**config.mk**
```make
export PLATFORM = sky130hd
export DESIGN_NAME = display_scan_7seg
export DESIGN_NICKNAME = d
export VERILOG_FILES = /design/src/rtl/display_scan_7seg_pkg.sv /design/src/rtl/display_scan_7seg_bcd_to_7seg.sv /design/src/rtl/display_scan_7seg.sv
export SDC_FILE = /design/constraint.sdc
export NUM_CORES = 1
export LEC_CHECK = 0
export CAP_MARGIN = 25
export CELL_PAD_IN_SITES_DETAIL_PLACEMENT = 1
export CELL_PAD_IN_SITES_GLOBAL_PLACEMENT = 1
export CORE_ASPECT_RATIO = 1.2
export CORE_UTILIZATION = 45
export DETAILED_ROUTE_END_ITERATION = 7
export PLACE_DENSITY = 0.77
export SYNTH_ARGS = -nofsm -noshare
export SYNTH_HDL_FRONTEND = slang
export SYNTH_SLANG_ARGS = --single-unit
```
**constraint.sdc**
```tcl
create_clock -name Clk -period 12.95 [get_ports Clk]
set_clock_uncertainty 0.05 [all_clocks]
set_input_delay 1.295 -clock Clk [delete_from_list [all_inputs] [get_ports Clk]]
set_output_delay 1.295 -clock Clk [all_outputs]
set_load 0.005 [all_outputs]
```
**src/rtl/display_scan_7seg_pkg.sv**
```systemverilog
// rtl/display_scan_7seg_pkg.sv - segment codes, scan state encoding and digit count for the 6-digit scanner
package display_scan_7seg_pkg;

    localparam int NUM_DIGITS = 6;

    // Active-low {g,f,e,d,c,b,a}
    localparam logic [6:0] SEG_0    = 7'h40;
    localparam logic [6:0] SEG_1    = 7'h79;
    localparam logic [6:0] SEG_2    = 7'h24;
    localparam logic [6:0] SEG_3    = 7'h30;
    localparam logic [6:0] SEG_4    = 7'h19;
    localparam logic [6:0] SEG_5    = 7'h12;
    localparam logic [6:0] SEG_6    = 7'h02;
    localparam logic [6:0] SEG_7    = 7'h78;
    localparam logic [6:0] SEG_8    = 7'h00;
    localparam logic [6:0] SEG_9    = 7'h10;
    localparam logic [6:0] SEG_DASH = 7'h3F;
    localparam logic [6:0] SEG_OFF  = 7'h7F;

    localparam logic [5:0] AN_OFF   = 6'h3F;

    typedef enum logic {
        ST_SHOW  = 1'b0,
        ST_BLANK = 1'b1
    } state_t;

endpackage

```
**src/rtl/display_scan_7seg_bcd_to_7seg.sv**
```systemverilog
// rtl/display_scan_7seg_bcd_to_7seg.sv - combinational BCD to active-low 7-segment decoder
module bcd_to_7seg
    import display_scan_7seg_pkg::*;
(
    input  logic [3:0] i_bcd,
    output logic [6:0] o_seg
);

    // Codes 10..15 show a dash so corrupt digits are visible rather than blank
    always_comb begin
        o_seg = SEG_DASH;
        case (i_bcd)
            4'd0:    o_seg = SEG_0;
            4'd1:    o_seg = SEG_1;
            4'd2:    o_seg = SEG_2;
            4'd3:    o_seg = SEG_3;
            4'd4:    o_seg = SEG_4;
            4'd5:    o_seg = SEG_5;
            4'd6:    o_seg = SEG_6;
            4'd7:    o_seg = SEG_7;
            4'd8:    o_seg = SEG_8;
            4'd9:    o_seg = SEG_9;
            default: o_seg = SEG_DASH;
        endcase
    end

endmodule

```
**src/rtl/display_scan_7seg.sv**
```systemverilog
// rtl/display_scan_7seg.sv - 6-digit multiplexed 7-segment scanner with frame snapshot, blanking gap and colon
module display_scan_7seg
    import display_scan_7seg_pkg::*;
#(
    parameter int SCAN_DIV  = 50000,
    parameter int BLANK_CYC = 500
) (
    input  logic       Clk,
    input  logic       Clear,
    input  logic [3:0] Q0,
    input  logic [3:0] Q1,
    input  logic [3:0] Q2,
    input  logic [3:0] Q3,
    input  logic [3:0] Q4,
    input  logic [3:0] Q5,
    input  logic       Lz_blank,
    output logic [6:0] Seg,
    output logic [5:0] An,
    output logic       Dp
);

    localparam int CNT_MAX = (SCAN_DIV > BLANK_CYC) ? SCAN_DIV : BLANK_CYC;
    localparam int CNT_W   = $clog2(CNT_MAX);

    logic [23:0]      w_q;
    logic [23:0]      r_s1, r_s2, r_s3, r_stable, r_shadow;
    logic             r_first;
    state_t           r_state, w_state_nxt;
    logic [2:0]       r_idx, w_idx_nxt;
    logic [CNT_W-1:0] r_cnt, w_cnt_nxt;
    logic             w_frame_start;
    logic [3:0]       w_digit;
    logic [6:0]       w_seg;
    logic [5:0]       w_an_show;
    logic             w_lz_hide;
    logic             w_colon;

    assign w_q = {Q5, Q4, Q3, Q2, Q1, Q0};

    // Digits ripple asynchronously; only a value seen on two consecutive synced samples is trusted
    always_ff @(posedge Clk or posedge Clear) begin
        if (Clear) begin
            r_s1     <= '0;
            r_s2     <= '0;
            r_s3     <= '0;
            r_stable <= '0;
            r_shadow <= '0;
            r_first  <= 1'b1;
        end else begin
            r_s1    <= w_q;
            r_s2    <= r_s1;
            r_s3    <= r_s2;
            r_first <= 1'b0;
            if (r_s2 == r_s3) begin
                r_stable <= r_s2;
            end
            if (r_first || w_frame_start) begin
                r_shadow <= r_stable;
            end
        end
    end

    always_ff @(posedge Clk or posedge Clear) begin
        if (Clear) begin
            r_state <= ST_SHOW;
            r_idx   <= 3'd0;
            r_cnt   <= '0;
        end else begin
            r_state <= w_state_nxt;
            r_idx   <= w_idx_nxt;
            r_cnt   <= w_cnt_nxt;
        end
    end

    always_comb begin
        w_state_nxt   = r_state;
        w_idx_nxt     = r_idx;
        w_cnt_nxt     = r_cnt + CNT_W'(1);
        w_frame_start = 1'b0;
        case (r_state)
            ST_SHOW: begin
                if (r_cnt == CNT_W'(SCAN_DIV - 1)) begin
                    w_state_nxt = ST_BLANK;
                    w_cnt_nxt   = '0;
                end
            end
            ST_BLANK: begin
                if (r_cnt == CNT_W'(BLANK_CYC - 1)) begin
                    w_state_nxt = ST_SHOW;
                    w_cnt_nxt   = '0;
                    if (r_idx == 3'(NUM_DIGITS - 1)) begin
                        w_idx_nxt     = 3'd0;
                        w_frame_start = 1'b1;
                    end else begin
                        w_idx_nxt = r_idx + 3'd1;
                    end
                end
            end
            default: begin
                w_state_nxt = ST_SHOW;
                w_cnt_nxt   = '0;
            end
        endcase
    end

    always_comb begin
        w_digit = 4'h0;
        case (r_idx)
            3'd0:    w_digit = r_shadow[3:0];
            3'd1:    w_digit = r_shadow[7:4];
            3'd2:    w_digit = r_shadow[11:8];
            3'd3:    w_digit = r_shadow[15:12];
            3'd4:    w_digit = r_shadow[19:16];
            3'd5:    w_digit = r_shadow[23:20];
            default: w_digit = 4'h0;
        endcase
    end

    bcd_to_7seg u_bcd_to_7seg (
        .i_bcd (w_digit),
        .o_seg (w_seg)
    );

    assign w_an_show = ~(6'b000001 << r_idx);
    assign w_lz_hide = (r_idx == 3'd5) && Lz_blank && (w_digit == 4'h0);
    // Colon sits on the hours/minutes and minutes/seconds separators, toggling with seconds parity
    assign w_colon   = ((r_idx == 3'd2) || (r_idx == 3'd4)) && !r_shadow[0];

    always_ff @(posedge Clk or posedge Clear) begin
        if (Clear) begin
            Seg <= SEG_OFF;
            An  <= AN_OFF;
            Dp  <= 1'b1;
        end else if (r_state == ST_SHOW) begin
            An  <= w_an_show;
            Seg <= w_lz_hide ? SEG_OFF : w_seg;
            Dp  <= !w_colon;
        end else begin
            An  <= AN_OFF;
            Seg <= SEG_OFF;
            Dp  <= 1'b1;
        end
    end

endmodule

```
==> flow_metrics.py, run 1 <==
metrics = {
    "power_and_ir_drop": {
        "power.ir.vdd_worst_mv": 0.0863,
        "clockPowerShare_pct": 48.2,
        "internal-power_uw": 814,
        "sw_frac_of_total_pct": 20.8,
        "sequential_cell_fraction_of_total_power_pct": 49.0,
        "share_comb_of_total_power_pct": 2.8,
        "power.density_nw_per_um2": 146,
        "netSwitchingPower_uw": 214,
        "static_leakage_uw": 0.00318,
        "power_uw": 1030,
    },
    "critical_path": {
        "worstPathCellList": "and2_1 > ha_1 > a22oi_1 > o311ai_1 > inv_1 > ha_1 > nand4_1 > or4bb_1 > nor2_1 > a32oi_1",
        "critical-path-max-stage-delay_ns": 0.68,
        "crit_slowest_cell": "dfrtp_1",
        "critical_path.n_buffers_inverters": 1,
        "timing.reg2reg.worst_path_depth": 10,
        "timing.critical_path.required_ns": 13.22,
        "cp-end-kind": "flop",
        "crit-reg2reg-capture": "Seg[5]",
        "timing.critical_path.mode_cell": "ha_1",
        "rrSetupSlack_ns": 9.78,
        "crit_path_max_fanout": 18,
        "path_class": "flop to flop",
        "critical_path.startpoint_type": "flop",
        "r2r_start": "r_idx[0]",
        "timing.critical_path.arrival_ns": 3.43,
        "critical_path.top_delay_family": "simple AND/OR/NAND/NOR gates",
    },
    "die": {
        "initial_core_util_pct": 46.3,
        "die-area_um2": 13500,
        "core_area_um2": 12700,
        "rows": 45,
        "num_io_pins": 41,
        "chipWidth_um": 106,
        "fp.dieH_um": 127,
    },
    "synth": {
        "syn_area_um2": 5870,
        "synth_seq_area_share_pct": 66.4,
        "postSynth.topFlopCell": "dfrtp_1",
        "synthesis.nets": 432,
        "netlist_instances": 397,
        "synth.lib_cells_used.distinct": 48,
        "synth_async_sr_flop_share_pct": 100,
        "synthesized_flop_and_latch_total": 155,
        "number_of_enable_flip_flop_cells_after_synthesis": 0,
        "ys.warnings.count": 0,
        "syn_avg_cell_area_um2": 14.8,
    },
    "drt": {
        "drtAntennaViolNets": 0,
        "drtIter0Drc": 101,
        "wirelength_um": 10900,
        "post_drt_via_cell_ratio": 5.11,
        "drt_pre_antenna_iters": 4,
        "drcViolationCount": 0,
        "dr_total_vias": 3189,
        "route.detailed.wl_per_inst_um": 17.4,
    },
    "clock_tree": {
        "clkSlewWorstSetupHoldPaths_ns": 0.06,
        "clock_sink_count": 155,
        "cts_root_buf": "clkbuf_16",
        "worstSkewPairLatency_ns": 0.42,
        "hold_buffers": 0,
        "clockBufferDepth": 2,
        "clock_tree_from_tritoncts": "yes",
        "ctsResizeCount": 0,
        "h_tree_lvls": 4,
        "num_cts_buffers": 17,
        "cts_setup_buffers": 0,
    },
    "min_path": {
        "timing.hold.worst.start": "r_s1[2]",
        "min-delay-path-class": "flop to flop",
        "hold-path-endpoint": "r_s2[2]",
        "timing.hold.worst_path_depth": 0,
    },
    "timing": {
        "final_min_period_over_clock_period_pct": 24.5,
        "slew_headroom_pct": 40.8,
        "final-hold-violation-count": 0,
        "timing.final.setup_violations": 0,
        "timing.setup.tns_ns": 0,
        "post-route-min-period_ns": 3.17,
        "maxClockFrequency_mhz": 316,
        "pin_slew_with_the_least_headroom_to_its_limit_ns": 0.888,
        "setup_repair_after_global_routing_missed_its_margin": "false",
        "finalMaxSlewViolations": 0,
    },
    "global_route": {
        "overflow": 0,
        "first_global_vias": 3499,
        "grt_antenna_before_repair": 0,
        "grt_max_degree": 106,
        "grt_usage_pct": 18.4,
        "first_pass_grt_wire_length_um": 18400,
    },
    "placed_design": {
        "weighted_congestion_reported_at_the_end_of_routability_driven_placement": 0.863,
        "hpwlAfterDp_um": 7080,
        "numPortBuffers": 40,
    },
    "final_layout": {
        "area_growth_syn_to_layout_pct": 20.1,
        "post_route_cells_drive_above_1_share_pct": 23.0,
        "most-common-layout-cells": "140 x dfrtp_1, 40 x clkdlybuf4s50_1, 31 x mux2_2",
        "nFillCells": 1230,
        "fin_nets": 482,
        "layout_commonest_cell": "dfrtp_1",
        "num_antenna_cells": 0,
    },
    "status": {
        "run_status": "finished, final reports clean",
    },
    "flow_run": {
        "cap_viol_max_count": 0,
    },
}
-- power by group through the flow --
stage,combinational [uW],clock [uW],sequential [uW]
global route,32.5,528,505
CTS,29.8,506,504
finish,28.6,495,504
global placement,28.0,0,511
floorplan,16.9,0,510
detailed placement,29.5,0,512
-- registers in the layout, summed over array words and instances (netlist names) --
signal    cells
An            6
r_cnt        16
r_s3         24
r_first       1
r_s2         24
r_shadow     24
r_s1         24
Seg           7
r_state       1
r_stable     24
Dp            1
r_idx         3
-- area by class of cell --
cell class | count | area (um2) | area share [%]
well taps | 164 | 205 | 2.91
repair buffers | 43 | 455 | 6.46
clock inverters | 13 | 166 | 2.36
flip-flops and latches | 155 | 3900 | 55.3
multi-input cells | 221 | 1850 | 26.3
inverters | 9 | 38.8 | 0.550
clock buffers | 19 | 433 | 6.14
-- Yosys cell counts (all sizes together) (9+ instances only) --
master  count  share of area [%]
nor2       21                1.3
dfrtp     140                 60
nand3      12                1.0
dfstp      15                6.7
nand4       9               0.96
mux2       51                 11
nand2      11               0.70
xnor2      26                3.9
inv         9               0.58
xor2       14                2.1
a21oi       9               0.77
-- through the flow --
| stage | std cells | worst slack [ns] | hold slack [ns] | utilization (%) | area (um2) |
|---|---|---|---|---|---|
| after floorplan | 397 | 7.45 | 0.281 | - | 5870 |
| after global placement | 590 | 9.78 | 0.281 | 50.5 | 6400 |
| after detailed placement | 592 | 9.57 | 0.286 | 50.9 | 6450 |
| after CTS | 624 | 9.51 | 0.300 | 55.6 | 7050 |
| after global routing | 624 | 9.44 | 0.305 | 55.6 | 7050 |
| final | 624 | 9.78 | 0.298 | 55.6 | 7050 |
-- worst max path at each step --
stage,slack (ns),start,depth (start not counted),end
finish,9.78,r_idx[0],10,Seg[5]
global route,9.44,r_idx[1],8,Seg[5]
CTS,9.51,r_idx[1],8,Seg[5]
detailed placement,9.57,r_idx[1],8,Seg[5]
global placement,9.78,Clear,3,r_shadow[19]
floorplan,7.45,Clear,1,r_cnt[0]
-- layer usage --
| metal | up-vias | wire, um | track usage (%) |
|---|---|---|---|
| met4 | 0 | 221 | 7.92 |
| met3 | 17 | 351 | 5.46 |
| met2 | 65 | 5800 | 31.8 |
| li1 | 1479 | - | - |
| met5 | - | 0 | 0 |
| met1 | 1628 | 4510 | 21.2 |
-- cell families after synthesis --
group | after synthesis | synth area share (%)
mux | 55 | 11.7
buf+inv | 21 | 2.05
fa+ha+maj | 8 | 1.71
flops | 155 | 66.4
compound gates | 27 | 3.58
simple gates | 90 | 8.48
xor+xnor | 40 | 5.97
other cells | 1 | 0.0639
Note: power is estimated with default switching activity, not from simulation.
==> run 2, diff against run 1 <==
--- a/config.mk
+++ b/config.mk
@@ -9,9 +9,9 @@
 export CELL_PAD_IN_SITES_DETAIL_PLACEMENT = 1
 export CELL_PAD_IN_SITES_GLOBAL_PLACEMENT = 1
 export CORE_ASPECT_RATIO = 1.2
-export CORE_UTILIZATION = 45
+export CORE_UTILIZATION = 44
 export DETAILED_ROUTE_END_ITERATION = 7
-export PLACE_DENSITY = 0.77
+export PLACE_DENSITY = 0.79
 export SYNTH_ARGS = -nofsm -noshare
 export SYNTH_HDL_FRONTEND = slang
 export SYNTH_SLANG_ARGS = --single-unit
==> constraint.sdc (replaced) <==
create_clock -name Clk -period 2.71 [get_ports Clk]
set_clock_uncertainty 0.05 [all_clocks]
set_input_delay 0.271 -clock Clk [delete_from_list [all_inputs] [get_ports Clk]]
set_output_delay 0.271 -clock Clk [all_outputs]
set_load 0.005 [all_outputs]
==> flow_metrics.py, run 2 (same netlist as run 1, synthesis figures left out) <==
metrics = {
    "status": {
        "run_status": "finished, final reports clean",
    },
    "clock_tree": {
        "hold_buffers": 0,
        "num_cts_buffers": 17,
        "clkSlewWorstSetupHoldPaths_ns": 0.06,
        "clock_tree_from_tritoncts": "yes",
        "h_tree_lvls": 4,
        "clock_sink_count": 155,
        "cts_root_buf": "clkbuf_16",
        "clockBufferDepth": 2,
        "worstSkewPairLatency_ns": 0.42,
    },
    "global_route": {
        "grt_usage_pct": 18.1,
        "grt_max_degree": 156,
        "grt_antenna_before_repair": 0,
        "first_pass_grt_wire_length_um": 18600,
        "first_global_vias": 3633,
        "overflow": 0,
    },
    "drt": {
        "drtAntennaViolNets": 0,
        "drtIter0Drc": 119,
        "post_drt_via_cell_ratio": 5.09,
        "wirelength_um": 10900,
        "drcViolationCount": 0,
        "route.detailed.wl_per_inst_um": 17.1,
        "drt_pre_antenna_iters": 4,
        "dr_total_vias": 3231,
    },
    "placed_design": {
        "hpwlAfterDp_um": 7250,
        "weighted_congestion_reported_at_the_end_of_routability_driven_placement": 0.806,
        "numPortBuffers": 40,
    },
    "critical_path": {
        "crit_path_max_fanout": 12,
        "crit_slowest_cell": "or4bb_1",
        "path_class": "flop to flop",
        "worstPathCellList": "buf_4 > nand3b_1 > a21o_1 > o311ai_1 > inv_1 > ha_1 > nand4_1 > or4bb_1 > nor2_1 > a32oi_1",
        "cp-end-kind": "flop",
        "timing.critical_path.arrival_ns": 2.80,
        "timing.critical_path.required_ns": 2.99,
        "critical-path-max-stage-delay_ns": 0.57,
        "critical_path.startpoint_type": "flop",
    },
    "timing": {
        "setup_repair_after_global_routing_missed_its_margin": "false",
        "pin_slew_with_the_least_headroom_to_its_limit_ns": 0.796,
        "slew_headroom_pct": 46.9,
        "final-hold-violation-count": 0,
        "timing.setup.tns_ns": 0,
        "final_min_period_over_clock_period_pct": 93.0,
        "timing.final.setup_violations": 0,
        "finalMaxSlewViolations": 0,
        "post-route-min-period_ns": 2.52,
        "maxClockFrequency_mhz": 397,
    },
    "die": {
        "die-area_um2": 13800,
        "initial_core_util_pct": 45.7,
        "chipWidth_um": 107,
        "core_area_um2": 12800,
        "num_io_pins": 41,
        "fp.dieH_um": 129,
        "rows": 45,
    },
    "final_layout": {
        "post_route_cells_drive_above_1_share_pct": 25.7,
        "most-common-layout-cells": "140 x dfrtp_1, 40 x clkdlybuf4s50_1, 31 x mux2_2",
        "num_antenna_cells": 0,
        "area_growth_syn_to_layout_pct": 22.4,
        "fin_nets": 493,
        "layout_commonest_cell": "dfrtp_1",
    },
    "power_and_ir_drop": {
        "power_uw": 5160,
        "static_leakage_uw": 0.00325,
        "power.density_nw_per_um2": 719,
        "power.ir.vdd_worst_mv": 0.573,
    },
    "min_path": {
        "min-delay-path-class": "input port to flop",
    },
    "flow_run": {
        "cap_viol_max_count": 0,
    },
}
[run 2: changes by cell type in the layout (fill, tap and decap cells not counted)]
cell        before  now
a21oi_2          0    1
clkbuf_8         0    2
ha_2             0    1
clkinv_4         3    1
buf_16           1    0
ha_1             8    7
bufinv_16        3    5
buf_4            1   13
clkbuf_1         2    0
a21oi_1          9    8
clkinv_2         2    1
clkinvlp_4       3    4
[run 2: area by class of cell]
| cell class | instances | area (um2) |
|---|---|---|
| fill | 1239 | 5660 |
| sequential | 155 | 3900 |
| multi-input combinational | 221 | 1860 |
| timing repair buffer | 54 | 518 |
| clock buffer | 19 | 453 |
| clock inverter | 13 | 213 |
| tap | 164 | 205 |
| inverter | 9 | 37.5 |
[run 2: layer usage]
metal | wire length [um] | up-vias | share of wire [%] | global-route usage (%)
li1 | - | 1498 | - | -
met1 | 4470 | 1641 | 41 | 20.1
met2 | 5760 | 66 | 53 | 32.2
met3 | 342 | 26 | 3.1 | 4.76
met4 | 291 | 0 | 2.7 | 8.70
met5 | 0 | - | 0 | 0
[run 2: report_power, final]
part / leakage (uW) / internal, uW / switching [uW]
registers: 0.00193 / 2370 / 33.0
clock network: 0.000317 / 1690 / 932
logic: 0.00101 / 67.0 / 69.9
[run 2: critical path: cells and delay by family (launching register included)]
family	cells	cell delay, ns
DFF	1	0.43
and+or+nand+nor	4	0.99
buffers and inverters	2	0.35
AOI/OAI and AO/OA	3	0.38
adders and majority gates	1	0.24
[run 2: through the flow]
stage / cells / hold slack (ns) / worst slack, ns / cell area (um2) / util (%)
floorplan: 397 / 0.252 / 0.0452 / 5870 / -
global placement: 603 / 0.281 / 0.282 / 6510 / 50.7
detailed placement: 603 / 0.286 / 0.162 / 6510 / 50.7
CTS: 635 / 0.217 / 0.155 / 7180 / 55.9
global route: 635 / 0.216 / 0.0111 / 7180 / 55.9
finish: 635 / 0.234 / 0.189 / 7180 / 55.9
[run 2: worst paths after layout]
kind | start | endpoint | slack, ns | depth (start not counted)
worst max-delay path | r_idx[0] | Seg[5] | 0.19 | 10
worst min-delay path | Q2[0] | r_s1[8] | 0.23 | 1
worst max register to register | r_idx[0] | Seg[5] | 0.19 | 10
worst min register to register | r_s1[2] | r_s2[2] | 0.29 | 0
max in group asynchronous | Clear | r_cnt[6] | 1.64 | 3
min in group asynchronous | Clear | r_s3[22] | 0.35 | 3
[run 2: what timing repair did]
item,CTS,global route
endpoints found under the setup margin,0,6
resized for setup,0,2
buffers inserted,0,0
==> run 3, diff against run 2 <==
--- a/config.mk
+++ b/config.mk
@@ -6,10 +6,10 @@
 export NUM_CORES = 1
 export LEC_CHECK = 0
 export CAP_MARGIN = 25
-export CELL_PAD_IN_SITES_DETAIL_PLACEMENT = 1
-export CELL_PAD_IN_SITES_GLOBAL_PLACEMENT = 1
+export CELL_PAD_IN_SITES_DETAIL_PLACEMENT = 0
+export CELL_PAD_IN_SITES_GLOBAL_PLACEMENT = 2
 export CORE_ASPECT_RATIO = 1.2
-export CORE_UTILIZATION = 44
+export CORE_UTILIZATION = 38
 export DETAILED_ROUTE_END_ITERATION = 7
 export PLACE_DENSITY = 0.79
 export SYNTH_ARGS = -nofsm -noshare
==> flow_metrics.py, run 3 (same netlist as run 1, synthesis figures left out) <==
metrics = {
    "status": {
        "run_status": "finished, final reports clean",
    },
    "die": {
        "initial_core_util_pct": 39.1,
        "chipWidth_um": 115,
        "die-area_um2": 15900,
        "core_area_um2": 15000,
        "rows": 49,
        "fp.dieH_um": 138,
        "num_io_pins": 41,
    },
    "placed_design": {
        "numPortBuffers": 40,
        "hpwlAfterDp_um": 6410,
        "weighted_congestion_reported_at_the_end_of_routability_driven_placement": 0.801,
    },
    "clock_tree": {
        "clockBufferDepth": 2,
        "cts_setup_buffers": 0,
        "clock_sink_count": 155,
        "h_tree_lvls": 4,
        "num_cts_buffers": 17,
        "cts_root_buf": "clkbuf_16",
        "clock_tree_from_tritoncts": "yes",
        "worstSkewPairLatency_ns": 0.42,
        "clkSlewWorstSetupHoldPaths_ns": 0.06,
    },
    "drt": {
        "post_drt_via_cell_ratio": 4.61,
        "wirelength_um": 9290,
        "met1Wirelength_um": 4160,
        "dr_total_vias": 3111,
        "top_layer_used": "met4",
        "drcViolationCount": 0,
        "route.detailed.wl_per_inst_um": 13.8,
        "met2RoutedLength_um": 4640,
        "drtIter0Drc": 135,
        "drtAntennaViolNets": 0,
        "wl_met3_um": 255,
        "drt_pre_antenna_iters": 4,
    },
    "timing": {
        "final-hold-violation-count": 0,
        "timing.setup.tns_ns": 0,
        "finalMaxSlewViolations": 0,
        "timing.final.setup_violations": 0,
        "slew_headroom_pct": 58.9,
        "setup_repair_after_global_routing_missed_its_margin": "false",
        "final_min_period_over_clock_period_pct": 92.5,
        "maxClockFrequency_mhz": 399,
        "post-route-min-period_ns": 2.51,
        "pin_slew_with_the_least_headroom_to_its_limit_ns": 0.611,
        "timing.hold.ws_ns": 0.241,
    },
    "final_layout": {
        "area_growth_syn_to_layout_pct": 22.9,
        "num_antenna_cells": 0,
        "most-common-layout-cells": "139 x dfrtp_1, 40 x clkdlybuf4s50_1, 31 x mux2_2",
        "layout_commonest_cell": "dfrtp_1",
        "fin_nets": 493,
        "post_route_cells_drive_above_1_share_pct": 25.9,
    },
    "flow_run": {
        "cap_viol_max_count": 0,
    },
    "global_route": {
        "grt_max_degree": 83,
        "grt_usage_pct": 13.7,
        "first_global_vias": 3308,
        "first_pass_grt_wire_length_um": 16500,
        "grt_antenna_before_repair": 0,
        "overflow": 0,
    },
    "critical_path": {
        "cp-end-kind": "flop",
        "timing.critical_path.arrival_ns": 2.77,
        "critical-path-max-stage-delay_ns": 0.56,
        "worstPathCellList": "buf_4 > nand3b_1 > a21o_1 > o311ai_2 > inv_1 > ha_1 > nand4_1 > or4bb_4 > nor2_1 > a32oi_1",
        "timing.critical_path.required_ns": 2.98,
        "crit_slowest_cell": "or4bb_4",
        "path_class": "flop to flop",
        "crit_path_max_fanout": 13,
        "critical_path.startpoint_type": "flop",
    },
    "power_and_ir_drop": {
        "power.ir.vdd_worst_mv": 0.409,
        "power.density_nw_per_um2": 683,
        "static_leakage_uw": 0.00323,
    },
    "min_path": {
        "min-delay-path-class": "input port to flop",
    },
}
run 3: power by group:
group          internal [uW]  switching (uW)  total (uW)
registers               2370            29.3        2400
clock network           1480             908        2390
logic                   70.1            69.2         139
run 3: per-layer routing:
layer / vias to the layer above / track usage [%]
met1: 1549 / 17.0
li1: 1497 / -
met3: 16 / 4.03
met4: 0 / 6.90
met5: - / 0
met2: 49 / 21.6
run 3: path summary, 6_finish.rpt:
| check | start | to | slack (ns) | cells after the start |
|---|---|---|---|---|
| max in group asynchronous | Clear | An[5] | 1.92 | 3 |
| max reg2reg | r_idx[0] | Seg[5] | 0.20 | 10 |
| min reg2reg | r_s1[19] | r_s2[19] | 0.29 | 0 |
| max | r_idx[0] | Seg[5] | 0.20 | 10 |
| min in group asynchronous | Clear | r_s1[22] | 0.29 | 3 |
| min | Q2[1] | r_s1[9] | 0.24 | 1 |
run 3: worst max-delay path, delay by kind of cell, from the launching register on:
family / cells / cell delay (ns)
simple gates: 4 / 0.97
flops: 1 / 0.42
compound gates: 3 / 0.39
buf+inv: 2 / 0.33
fa+ha+maj: 1 / 0.24
run 3: area by class of cell:
| type | count | area, um2 |
|---|---|---|
| Clock buffer | 19 | 443 |
| Clock inverter | 13 | 166 |
| Fill cell | 1318 | 7810 |
| Inverter | 9 | 37.5 |
| Multi-Input combinational cell | 221 | 1870 |
| Sequential cell | 155 | 3900 |
| Tap cell | 204 | 255 |
| Timing Repair Buffer | 54 | 543 |
run 3: what timing repair did:
item,CTS,global route
resized for setup,0,4
setup endpoints to repair,0,6
hold buffers,0,0
run 3: through the flow:
step	instances	util, %	total power [uW]	area [um2]	setup WS (ns)
after CTS	675	47.9	5010	7190	0.0749
after detailed placement	643	43.8	2590	6590	0.0862
final	675	48.0	4930	7210	0.204
after floorplan	397	-	2520	5870	0.0452
after global routing	675	48.0	5140	7210	0.0142
after global placement	643	43.8	2580	6590	0.234
